$ cat src/rtl/fetch_unit.sv
// Instruction fetch unit: issues word fetches to instruction memory and
// buffers returned words with their PCs for the decoder.
module fetch_unit #(
    parameter logic [31:0] RESET_PC        = 32'h0000_0000,
    parameter int          BUF_DEPTH       = 2,
    parameter int          MAX_OUTSTANDING = 2
) (
    input  logic        clock,
    input  logic        reset,
    output logic        imem_req_valid,
    input  logic        imem_req_ready,
    output logic [31:0] imem_addr,
    input  logic        imem_resp_valid,
    input  logic [31:0] imem_resp_data,
    input  logic        redirect_valid,
    input  logic [31:0] redirect_pc,
    output logic [31:0] instruction,
    output logic [31:0] inst_pc,
    output logic        inst_valid,
    input  logic        inst_ready
);

    localparam int PW = $clog2(BUF_DEPTH);
    localparam int CW = PW + 1;
    localparam int OW = $clog2(MAX_OUTSTANDING + 1);

    typedef enum logic {
        RUN,
        DRAIN
    } state_t;

    state_t          state;
    logic            started;
    logic [31:0]     fetch_pc;
    logic [31:0]     resp_pc;
    logic [OW-1:0]   outstanding;
    logic [OW-1:0]   out_next;
    logic [CW-1:0]   count;
    logic [PW-1:0]   wr_ptr;
    logic [PW-1:0]   rd_ptr;
    logic [31:0]     inst_mem [BUF_DEPTH];
    logic [31:0]     pc_mem   [BUF_DEPTH];

    logic            pop;
    logic            rsp;
    logic            acc;
    logic            push;
    logic [31:0]     occ;
    logic [31:0]     target;
    logic            unused_bits;

    assign target      = {redirect_pc[31:2], 2'b00};
    assign unused_bits = ^redirect_pc[1:0];

    assign inst_valid  = (count != '0);
    assign instruction = inst_mem[rd_ptr];
    assign inst_pc     = pc_mem[rd_ptr];
    assign imem_addr   = fetch_pc;

    // Request gating: every accepted request must have a guaranteed buffer
    // slot, counting the entry that leaves this cycle through a pop.
    always_comb begin
        pop  = inst_valid && inst_ready;
        rsp  = imem_resp_valid && (outstanding != '0);
        occ  = 32'(outstanding) + 32'(count) - 32'(pop);
        imem_req_valid = started && (state == RUN) && !redirect_valid
                         && (occ < 32'(BUF_DEPTH))
                         && (32'(outstanding) < 32'(MAX_OUTSTANDING));
        acc  = imem_req_valid && imem_req_ready;
        push = (state == RUN) && rsp && !redirect_valid;
        out_next = outstanding + OW'(acc) - OW'(rsp);
    end

    // Fetch PC, response PC tag, outstanding count and RUN/DRAIN control.
    always_ff @(posedge clock) begin
        if (!reset) begin
            state       <= RUN;
            started     <= 1'b0;
            fetch_pc    <= RESET_PC;
            resp_pc     <= RESET_PC;
            outstanding <= '0;
        end else begin
            started     <= 1'b1;
            outstanding <= out_next;
            if (redirect_valid) begin
                fetch_pc <= target;
                resp_pc  <= target;
                if (state == DRAIN || out_next != '0)
                    state <= DRAIN;
                else
                    state <= RUN;
            end else begin
                if (acc)
                    fetch_pc <= fetch_pc + 32'd4;
                if (push)
                    resp_pc <= resp_pc + 32'd4;
                if (state == DRAIN && out_next == '0)
                    state <= RUN;
            end
        end
    end

    // Instruction buffer with parallel PC tags; redirect flushes it.
    always_ff @(posedge clock) begin
        if (!reset) begin
            wr_ptr <= '0;
            rd_ptr <= '0;
            count  <= '0;
            for (int i = 0; i < BUF_DEPTH; i++) begin
                inst_mem[i] <= '0;
                pc_mem[i]   <= '0;
            end
        end else if (redirect_valid) begin
            wr_ptr <= '0;
            rd_ptr <= '0;
            count  <= '0;
        end else begin
            if (push) begin
                inst_mem[wr_ptr] <= imem_resp_data;
                pc_mem[wr_ptr]   <= resp_pc;
                wr_ptr           <= wr_ptr + 1'b1;
            end
            if (pop)
                rd_ptr <= rd_ptr + 1'b1;
            count <= count + CW'(push) - CW'(pop);
        end
    end

endmodule

$ cat config.mk
export PLATFORM = sky130hd
export DESIGN_NAME = fetch_unit
export DESIGN_NICKNAME = d
export VERILOG_FILES = /design/src/rtl/fetch_unit.sv
export SDC_FILE = /design/constraint.sdc
export NUM_CORES = 1
export LEC_CHECK = 0
export CELL_PAD_IN_SITES_DETAIL_PLACEMENT = 1
export CELL_PAD_IN_SITES_GLOBAL_PLACEMENT = 1
export CORE_MARGIN = 2
export CORE_UTILIZATION = 25
export DETAILED_ROUTE_END_ITERATION = 10
export GPL_ROUTABILITY_DRIVEN = 0
export PLACE_DENSITY_LB_ADDON = 0.1
export REMOVE_ABC_BUFFERS = 1
export SETUP_SLACK_MARGIN = 0.1
export SLEW_MARGIN = 40
export SYNTH_ARGS = -nofsm -noshare
export SYNTH_HDL_FRONTEND = slang
export SYNTH_SLANG_ARGS = --single-unit
$ cat constraint.sdc
create_clock -name clock -period 4 [get_ports clock]
set_input_delay 0.4 -clock clock [delete_from_list [all_inputs] [get_ports clock]]
set_output_delay 0.4 -clock clock [all_outputs]
set_load 0.02 [all_outputs]
# ---- After elaboration in Yosys (flattened, before gate mapping)
# Memories as Yosys holds them, arrays and structs flattened. A register that Yosys moved wholly into a read port is not among the register bits.
# Cells that the tools add are included.
dict set report totals {
  regBits 72
  ramBits 128
  in_bits 70
  out_inout_bits 98
  elab_cells 71
  mem_count 2
}
# name depth word_bits rd rd_ports_with_merged_regs write_ports line_no
set mem_list {}
lappend mem_list {inst_mem 2 32 1 1 2 41} ;# logic [31:0] inst_mem [BUF_DEPTH];
lappend mem_list {pc_mem 2 32 1 1 2 42} ;# logic [31:0] pc_mem [BUF_DEPTH];
dict set report op_classes {
  addsub 10
  n_lt_le_gt_ge 2
  mux 23
  n_bitwise 2
  n_reduce_logical 22
}
# op n
set op_table {}
lappend op_table {{$mux 32} 6}
lappend op_table {{$add 32x3->32 const B} 2}
lappend op_table {{$reduce_or 32->1} 2}
lappend op_table {{$lt 32x2->1 const B} 1}
lappend op_table {{$mux 1} 17}
lappend op_table {{$reduce_bool 2->1} 6}
lappend op_table {{$logic_and 1x1->1} 10}
lappend op_table {{$add 2x1->2} 2}
lappend op_table {{$sub 2x1->2} 2}
lappend op_table {{$sub 3x1->4} 1}
lappend op_table {{$add 2x2->3} 1}
lappend op_table {{$add 1x1->1 const B} 2}
lappend op_table {{$logic_not 2->1} 1}
lappend op_table {{$lt 2x2->1 const B} 1}
lappend op_table {{$not 1->1} 2}
lappend op_table {{$reduce_or 2->1} 1}
lappend op_table {{$logic_not 1->1} 1}
lappend op_table {{$logic_or 1x1->1} 1}

# ---- Logic depth before layout (Yosys ltp)
# Gate-level depths: netlist of the first run.
dict set report depth {
  word_depth 13
  depth_mapped 17
  depth_no_buf 16
}

# ---- Worst setup path after synthesis of the first run
# No wires, ideal clock.
dict set report synth_path {
  kind {in2reg}
  start {in imem_resp_valid}
  end {mem inst_mem[0][0], enable pin}
  arrival_time_ps 2977
  t_required_ps 3570
  setup_slack_ps 593
  path_stages 5
  cell_sequence {o21ai_1 -> or2_0 -> nor3_1 -> clkbuf_1 -> nand2b_1}
}
# item line_no
set synth_lines {}
lappend synth_lines {{start, declared} 13} ;# input logic imem_resp_valid,
lappend synth_lines {{end, declared} 41}

# ---- Worst setup path after layout of the first run
dict set report layout_path {
  start {in inst_ready}
  end {out imem_req_valid}
}
dict set report layout_between {
  elab_chain_cells 5
}
# item line_no
set layout_rtl {}
lappend layout_rtl {{start, declared} 20} ;# input logic inst_ready
lappend layout_rtl {{$logic_and 1x1->1} 63} ;# pop = inst_valid && inst_ready;
lappend layout_rtl {{$sub 3x1->4} 65} ;# occ = 32'(outstanding) + 32'(count) - 32'(pop);
lappend layout_rtl {{$lt 32x2->1} 67} ;# && (occ < 32'(BUF_DEPTH))
lappend layout_rtl {{$logic_and 1x1->1} 67}
lappend layout_rtl {{$logic_and 1x1->1} 68} ;# && (32'(outstanding) < 32'(MAX_OUTSTANDING));
lappend layout_rtl {{end, declared} 10} ;# output logic imem_req_valid,
# No other way between the ends.

==> flow_summary.json, run 1 <==
{
  "status": "finished clean",
  "clk_latency_ps": 440,
  "io_pins": 168,
  "post_cts_buffers": 0,
  "firstDrtPassIters": 4,
  "root_buffer": "clkbuf_16",
  "period_share_pct": 91.0,
  "cts_max_path_buffers": 2,
  "yosysMostFrequentCell": "and2_1",
  "cts_made_buffers": 17,
  "worst-r2r-cell-count": 16,
  "final_hold_viol_count": 0,
  "ir_worst_vdd_v": 0.000289,
  "critPathMaxFanout": 7,
  "fin_skew_ps": 12.1,
  "row_count": 69,
  "drt_iter0_markers": 242,
  "timing.critical_path.buf_inv": 2,
  "end_kind": "output pin",
  "required_ps": 3600,
  "antenna_left": 0,
  "critPathCapture": "imem_req_valid",
  "setup_tns_ps": 0,
  "slew_viol_final": 0,
  "crit_family": "buffers and inverters",
  "synth_edf_count": 124,
  "place_inst": 1386,
  "dieArea_mm2": 0.0380,
  "synthTopCellsByCount": "and2_1, edfxtp_1, dfxtp_1",
  "crit_chain": "clkdlybuf4s50_1, nand3b_1, a21oi_1, fa_1, or3_1, nor2_1, clkdlybuf4s50_1",
  "antenna_cells": 0,
  "period_needed_ps": 3640,
  "fmax_ghz": 0.275,
  "cts_sinks": 193,
  "vias": 6558,
  "cts_tree": "done",
  "synth_top_area_share_pct": 40.9,
  "finalNonFillerCells": 1418,
  "regToRegEndpoint": "state",
  "syn_area_per_cell_um2": 11.5,
  "fp.dieW_um": 195,
  "htree_num_levels": 4,
  "netlist_area_mm2": 0.00910,
  "yosysTopAreaCell": "edfxtp_1",
  "cts_hold_buffers": 0,
  "ys_warn_count": 0,
  "fin_util_pct": 33.1,
  "maxCapViolCount": 0,
  "grt_overflow": 0,
  "ys_seq_area_share_pct": 56.1,
  "clkTransAtPathRegs_ps": 80,
  "finalWirelength_um": 26100,
  "cellLeakagePower_nw": 4.16,
  "powerDensity_mw_per_mm2": 411,
  "synth_seq_cells": 193,
  "r2r-start": "count[1]",
  "syn_inst": 792,
  "start_util_pct": 25.5,
  "cpMostUsedCell": "clkdlybuf4s50_1",
  "vias_per_cell": 4.62,
  "ys.flop_type": "edfxtp_1",
  "total_power_w": 0.00487,
  "grt_pass1_wl_um": 41200,
  "drive_above_1_share_pct": 13.4,
  "synth_area_leaders": "edfxtp_1, dfxtp_1, and2_1",
  "fin_nets": 1022,
  "die_h_um": 195,
  "crit_cells": 7,
  "slew_headroom_pct": 46.2,
  "grt_pass1_vias": 6886,
  "synth_async_sr_flop_share_pct": 0,
  "cp-startpoint": "inst_ready",
  "areaGrowthSynthToFinish_pct": 30.1,
  "nFillCells": 3951,
  "antenna_found_initial": 0,
  "whs_ps": 515,
  "route.detailed.drc": 0,
  "slowest_delay_ps": 620,
  "grt_max_degree": 81,
  "tightest_slew_ps": 807,
  "ys_types": 54,
  "crit_slowest_cell": "clkdlybuf4s50_1",
  "port_buffers": 161,
  "setup_violations": 0,
  "start_kind": "input port",
  "whs_path_depth": 2,
  "track_usage_pct": 14.2,
  "rsz0062_at_grt": "no",
  "reg2reg_slack_ps": 680,
  "coreArea_mm2": 0.0357,
  "path_class": "input port to output pin",
  "wl_per_cell_um": 18.4,
  "crit_arrival_ps": 3240,
  "min-delay-path-class": "register to register",
  "dp_hpwl_um": 17800,
  "cts_resized": 0
}
[layout by cell type, fill, tap and decap left out, types with 16 or more instances in the layout]
cell type        instances
xor2_1                  26
nor2_1                  21
and2_1                 128
dfxtp_1                 68
clkbuf_16               17
edfxtp_1               124
mux2_2                  64
nand2_1                 19
a21oi_1                 33
nand3_1                 16
o21ai_0                 40
clkdlybuf4s50_1        161
nor3_1                  19
nand4_1                 26
[how the worst min path moves through the flow]
stage | startpoint | to
2_1_floorplan | reset | started
3_3_place_gp | rd_ptr | rd_ptr
3_5_place_dp | rd_ptr | register
4_1_cts | rd_ptr | register
5_1_grt | rd_ptr | rd_ptr
6_report | rd_ptr | register
[per-layer routing]
metal,track usage (%),share of wire (%)
met2,23.8,47
met4,4.33,1.1
met5,0,0
met1,18.6,48
met3,2.59,3.2
[sequential cells by signal, indices dropped and copies added, names as in the netlist, named ones only]
name / flops
outstanding: 2
inst_mem: 64
started: 1
wr_ptr: 1
resp_pc: 30
rd_ptr: 1
count: 2
state: 1
pc_mem: 60
imem_addr: 30
[cell type report]
| class | count | area, um^2 | area share (%) |
|---|---|---|---|
| sequential | 193 | 5110 | 43.1 |
| multi-input combinational | 540 | 3790 | 32.0 |
| timing repair buffer | 178 | 1790 | 15.1 |
| tap | 461 | 577 | 4.87 |
| clock buffer | 20 | 447 | 3.77 |
| clock inverter | 12 | 85.1 | 0.718 |
| inverter | 14 | 52.6 | 0.444 |
[through the flow]
step                      setup slack (ps)  cell area, um^2
final                                  360            11800
after global placement                 221            11300
after detailed placement               164            11300
after global routing                   195            11800
after CTS                              346            11800
after floorplan                      -1510             8920
[tightest hold or removal path: stages (launching register included)]
cell and delay [ps]:
dfxtp_1 330, xor2_1 80, nor2_1 70
[where the power goes]
part           total (W)  internal [W]  switching, W
clock network    0.00160      0.000814      0.000787
logic           0.000906      0.000407      0.000500
registers        0.00236       0.00226      0.000102
[logic make-up after synthesis]
group / after synthesis / synth area share (%)
AOI/OAI and AO/OA: 115 / 7.70
and+or+nand+nor: 310 / 20.5
muxes: 69 / 8.47
other: 1 / 0.0412
adders and majority gates: 9 / 1.29
xor gates and xnor gates: 33 / 3.18
DFF: 193 / 56.1
buffers and inverters: 62 / 2.74
No activity file was read; power rests on OpenSTA's default activity.
==> run 2, diff against run 1 <==
CORE_UTILIZATION = 33   (was 25)
==> run 2 against run 1 <==
Net effect: global-route usage up 2.6 points; wire length is 9.1% lower; setup slack better by 32 ps; clock skew up 5.8 ps; flip-flop and latch count unchanged; critical endpoint unchanged.
==> flow_summary.json, run 2 (synthesis results as in run 1) <==
{
  "io_pins": 168,
  "slew_viol_final": 0,
  "fin_util_pct": 43.4,
  "setup_violations": 0,
  "grt_pass1_wl_um": 37500,
  "rsz0062_at_grt": "no",
  "antenna_left": 0,
  "start_kind": "register",
  "maxCapViolCount": 0,
  "seqCellArea_mm2": 0.00511,
  "cellLeakagePower_nw": 4.20,
  "drive_above_1_share_pct": 13.1,
  "cts_sinks": 193,
  "fmax_ghz": 0.277,
  "dieArea_mm2": 0.0289,
  "track_usage_pct": 16.8,
  "clkTransAtPathRegs_ps": 60,
  "ir_worst_vdd_v": 0.000205,
  "start_util_pct": 33.7,
  "dp_hpwl_um": 16000,
  "end_kind": "output pin",
  "port_buffers": 161,
  "cts_tree": "done",
  "period_needed_ps": 3610,
  "final_area_mm2": 0.0117,
  "vias": 6603,
  "fin_skew_ps": 17.9,
  "path_class": "register to output pin",
  "grt_max_degree": 81,
  "fp.dieW_um": 170,
  "vias_per_cell": 5.09,
  "required_ps": 3600,
  "cts_resized": 0,
  "min_from": "rd_ptr",
  "firstDrtPassIters": 4,
  "critPathCapture": "imem_req_valid",
  "nFillCells": 2879,
  "post_cts_buffers": 0,
  "areaGrowthSynthToFinish_pct": 29.0,
  "slew_headroom_pct": 44.6,
  "r2r-start": "count[1]",
  "worst-r2r-cell-count": 16,
  "drt_iter0_markers": 333,
  "layout_common_cells": "clkdlybuf4s50_1, and2_1, edfxtp_1, dfxtp_1, mux2_2",
  "slowest_delay_ps": 620,
  "final_hold_viol_count": 0,
  "row_count": 60,
  "die_h_um": 170,
  "tightest_slew_ps": 831,
  "cpMostUsedCell": "inv_1",
  "finalWirelength_um": 23800,
  "largest_register_ffs": 64,
  "powerDensity_mw_per_mm2": 427,
  "grt_pass1_vias": 6648,
  "reg2reg_slack_ps": 660,
  "antenna_cells": 0,
  "cts_hold_buffers": 0,
  "reg.largest.list": "inst_mem (64), pc_mem (60)",
  "status": "finished clean",
  "cts_made_buffers": 17,
  "htree_num_levels": 4,
  "cts_max_path_buffers": 2,
  "route.detailed.drc": 0,
  "multi_input_area_mm2": 0.00378,
  "total_power_w": 0.00501,
  "regToRegEndpoint": "state",
  "regMostFlops": "inst_mem",
  "min-delay-path-class": "register to register",
  "clk_latency_ps": 430,
  "grt_overflow": 0,
  "period_share_pct": 90.2,
  "crit_chain": "inv_1, ha_1, inv_1, fa_1, nor2b_1, or3_1, nor2_1, clkdlybuf4s50_1",
  "final_common_cell": "clkdlybuf4s50_1",
  "antenna_found_initial": 0,
  "coreArea_mm2": 0.0270,
  "wl_per_cell_um": 18.3,
  "crit_arrival_ps": 3210,
  "post_dp_cell_area_mm2": 0.0111,
  "critPathMaxFanout": 7,
  "cp-startpoint": "count[1]",
  "crit_slowest_cell": "clkdlybuf4s50_1",
  "root_buffer": "clkbuf_16",
  "fin_nets": 1021
}
run 2: changes by cell type in the layout (fill, tap and decap cells not counted), sizes merged:
cell | previous run | this run
clkinvlp | 4 | 0
clkinv | 5 | 1
inv | 17 | 20
bufinv | 0 | 1
buf | 17 | 16
clkbuf | 20 | 23
run 2: area by class of cell:
class	instances	area share (%)
Sequential cell	193	43.5
Tap cell	341	3.63
Clock inverter	8	0.735
Multi-Input combinational cell	540	32.2
Timing Repair Buffer	177	15.1
Inverter	14	0.448
Clock buffer	23	4.44
run 2: per-stage QoR:
step / worst slack (ps) / TNS, ps / hold slack, ps / instances
CTS: 366 / 0 / 510 / 1296
global placement: 315 / 0 / 493 / 1265
finish: 392 / 0 / 503 / 1296
floorplan: -1510 / -93770 / 428 / 747
global route: 239 / 0 / 555 / 1296
detailed placement: 254 / 0 / 496 / 1265
run 2: worst min path at each step:
| stage | to | slack, ps | cells past startpoint |
|---|---|---|---|
| final | rd_ptr | 500 | 2 |
| after global routing | rd_ptr | 550 | 2 |
| after CTS | rd_ptr | 510 | 2 |
| after detailed placement | rd_ptr | 500 | 2 |
| after global placement | rd_ptr | 490 | 2 |
| after floorplan | started | 430 | 0 |
run 2: power by group:
group          switching (W)  total (W)  internal (W)
combinational       0.000488   0.000888      0.000400
clock               0.000763    0.00176      0.000997
sequential         0.0000985    0.00236       0.00226
total                0.00135    0.00501       0.00366
run 2: routing by layer:
layer / up-vias / global-route usage (%) / share of wire (%) / wire length, um
li1: 3201 / - / - / -
met1: 3245 / 23.3 / 48 / 11500
met2: 139 / 26.6 / 46 / 11000
met3: 18 / 3.49 / 4.0 / 953
met4: 0 / 4.31 / 1.1 / 272
met5: - / 0 / 0 / 0
run 2: worst max-delay path: cells and delay by family, from the launching register on:
family / cells / cell delay, ps
buf+inv: 3 / 750
flops: 1 / 420
fa+ha+maj: 2 / 740
simple gates: 3 / 870
==> run 3, diff against run 2 <==
CORE_MARGIN = 10   (was 2)
SLEW_MARGIN = unset   (was 40)
clock period = 3.5 ns   (was 4 ns; I/O delays follow)
==> run 3 against run 2 <==
Net effect: critical path type is now register to register; clock power rose by 10%; setup slack worse by 40 ps; first-iteration DRC count decreased by 19%; global-route usage shrank 2.0 points; total power grew 14%; non-clock buffer count increased by 21; combinational power rose by 23%; cell count up 1.7%; final area increased by 1.4%; die area up 20%.
==> flow_summary.json, run 3 (synthesis results as in run 1) <==
{
  "status": "finished clean",
  "final_hold_viol_count": 0,
  "final_common_cell": "clkdlybuf4s50_1",
  "worstHoldEndpoint": "rd_ptr",
  "rsz0062_at_grt": "no",
  "row_count": 60,
  "period_share_pct": 89.9,
  "coreArea_mm2": 0.0270,
  "crit_arrival_ps": 3480,
  "vias_per_cell": 5.05,
  "final_area_mm2": 0.0119,
  "track_usage_pct": 14.8,
  "setup_violations": 0,
  "fin_skew_ps": 18.5,
  "total_power_w": 0.00573,
  "clkTransAtPathRegs_ps": 80,
  "grt_overflow": 0,
  "cts_tree": "done",
  "drt_iter0_markers": 269,
  "multi_input_area_mm2": 0.00379,
  "root_buffer": "clkbuf_16",
  "port_buffers": 161,
  "place_ws_ps": -198,
  "cts_max_path_buffers": 2,
  "critPathMaxFanout": 4,
  "setup_slack_ps": 352,
  "wl_per_cell_um": 19.3,
  "route.detailed.drc": 0,
  "period_needed_ps": 3150,
  "firstDrtPassIters": 5,
  "nFillCells": 2905,
  "slew_viol_final": 0,
  "tightest_slew_ps": 619,
  "drive_above_1_share_pct": 15.8,
  "fin_nets": 1042,
  "clk_latency_ps": 440,
  "die_h_um": 186,
  "fp.dieW_um": 186,
  "cellLeakagePower_nw": 4.30,
  "fmax_ghz": 0.318,
  "vias": 6662,
  "whs_path_depth": 2,
  "start_util_pct": 33.7,
  "end_kind": "register",
  "io_pins": 168,
  "fin_util_pct": 44.0,
  "areaGrowthSynthToFinish_pct": 30.7,
  "antenna_found_initial": 0,
  "htree_num_levels": 4,
  "seqCellArea_mm2": 0.00511,
  "path_class": "register to register",
  "grt_pass1_wl_um": 39700,
  "worst-r2r-cell-count": 15,
  "powerDensity_mw_per_mm2": 481,
  "min-delay-path-class": "register to register",
  "finalWirelength_um": 25400,
  "dp_hpwl_um": 17800,
  "reg.largest.list": "inst_mem (64), pc_mem (60)",
  "regMostFlops": "inst_mem",
  "min_from": "rd_ptr",
  "grt_pass1_vias": 6940,
  "cts_made_buffers": 17,
  "ir_worst_vdd_v": 0.000260,
  "r2r-start": "outstanding[1]",
  "regToRegEndpoint": "state",
  "cts_sinks": 193,
  "grt_max_degree": 81,
  "whs_ps": 511,
  "dieArea_mm2": 0.0346,
  "largest_register_ffs": 64,
  "slew_headroom_pct": 58.8,
  "reg2reg_slack_ps": 350,
  "required_ps": 3830,
  "antenna_cells": 0,
  "post_dp_cell_area_mm2": 0.0113,
  "layout_common_cells": "clkdlybuf4s50_1, and2_1, edfxtp_1, dfxtp_1, mux2_2",
  "start_kind": "register",
  "maxCapViolCount": 0,
  "antenna_left": 0
}
[run 3: cell types whose count changed in the layout (fill, tap and decap cells not counted), moves of 2 or more]
cell       change
buf_4         +20
clkbuf_1       -2
clkbuf_16      -3
dfxtp_1        -2
dfxtp_2        +2
inv_8          +4
[run 3: worst max-delay path: stages, from the launching register on]
cell	delay (ps)
dfxtp_2	360
inv_1	80
ha_1	270
inv_1	60
fa_2	410
nor2b_1	180
nor3_2	180
nand2_1	110
ha_1	280
inv_1	40
ha_1	180
xnor2_1	170
xnor2_1	160
nand2b_1	80
maj3_1	340
and2_1	150
[run 3: final cells by class]
class                   count  area share [%]
flip-flops and latches    193            42.9
multi-input cells         540            31.9
repair buffers            198            16.3
clock buffers              19            3.81
well taps                 341            3.59
clock inverters            13            1.07
inverters                  14           0.442
[run 3: how the worst max path moves through the flow]
stage	end	startpoint
floorplan	inst_mem[0][0]	redirect_valid
global route	state	outstanding[1]
CTS	state	outstanding[1]
detailed placement	state	inst_ready
finish	state	outstanding[1]
global placement	state	inst_ready
[run 3: per-layer routing]
metal  track usage (%)  routed length (um)  vias to the layer above
li1                  -                   -                     3256
met1              19.9               12300                     3238
met2              23.2               11500                      149
met3              3.61                1300                       19
met4              3.84                 289                        0
met5                 0                   0                        -
[run 3: through the flow]
stage / setup TNS, ps / cells
after floorplan: -151410 / 747
after global placement: -223 / 1284
after detailed placement: -319 / 1284
after CTS: 0 / 1316
after global routing: 0 / 1318
final: 0 / 1318
[run 3: power breakdown]
part           internal (W)  switching (W)
registers           0.00258       0.000115
clock network       0.00102       0.000925
logic              0.000501       0.000584
total               0.00410        0.00162
[run 3: what timing repair did]
item,CTS,global route
pin swaps,0,2
hold buffers,0,0
setup endpoints to repair,1,2
gates resized for setup,1,5
buffers inserted,0,2
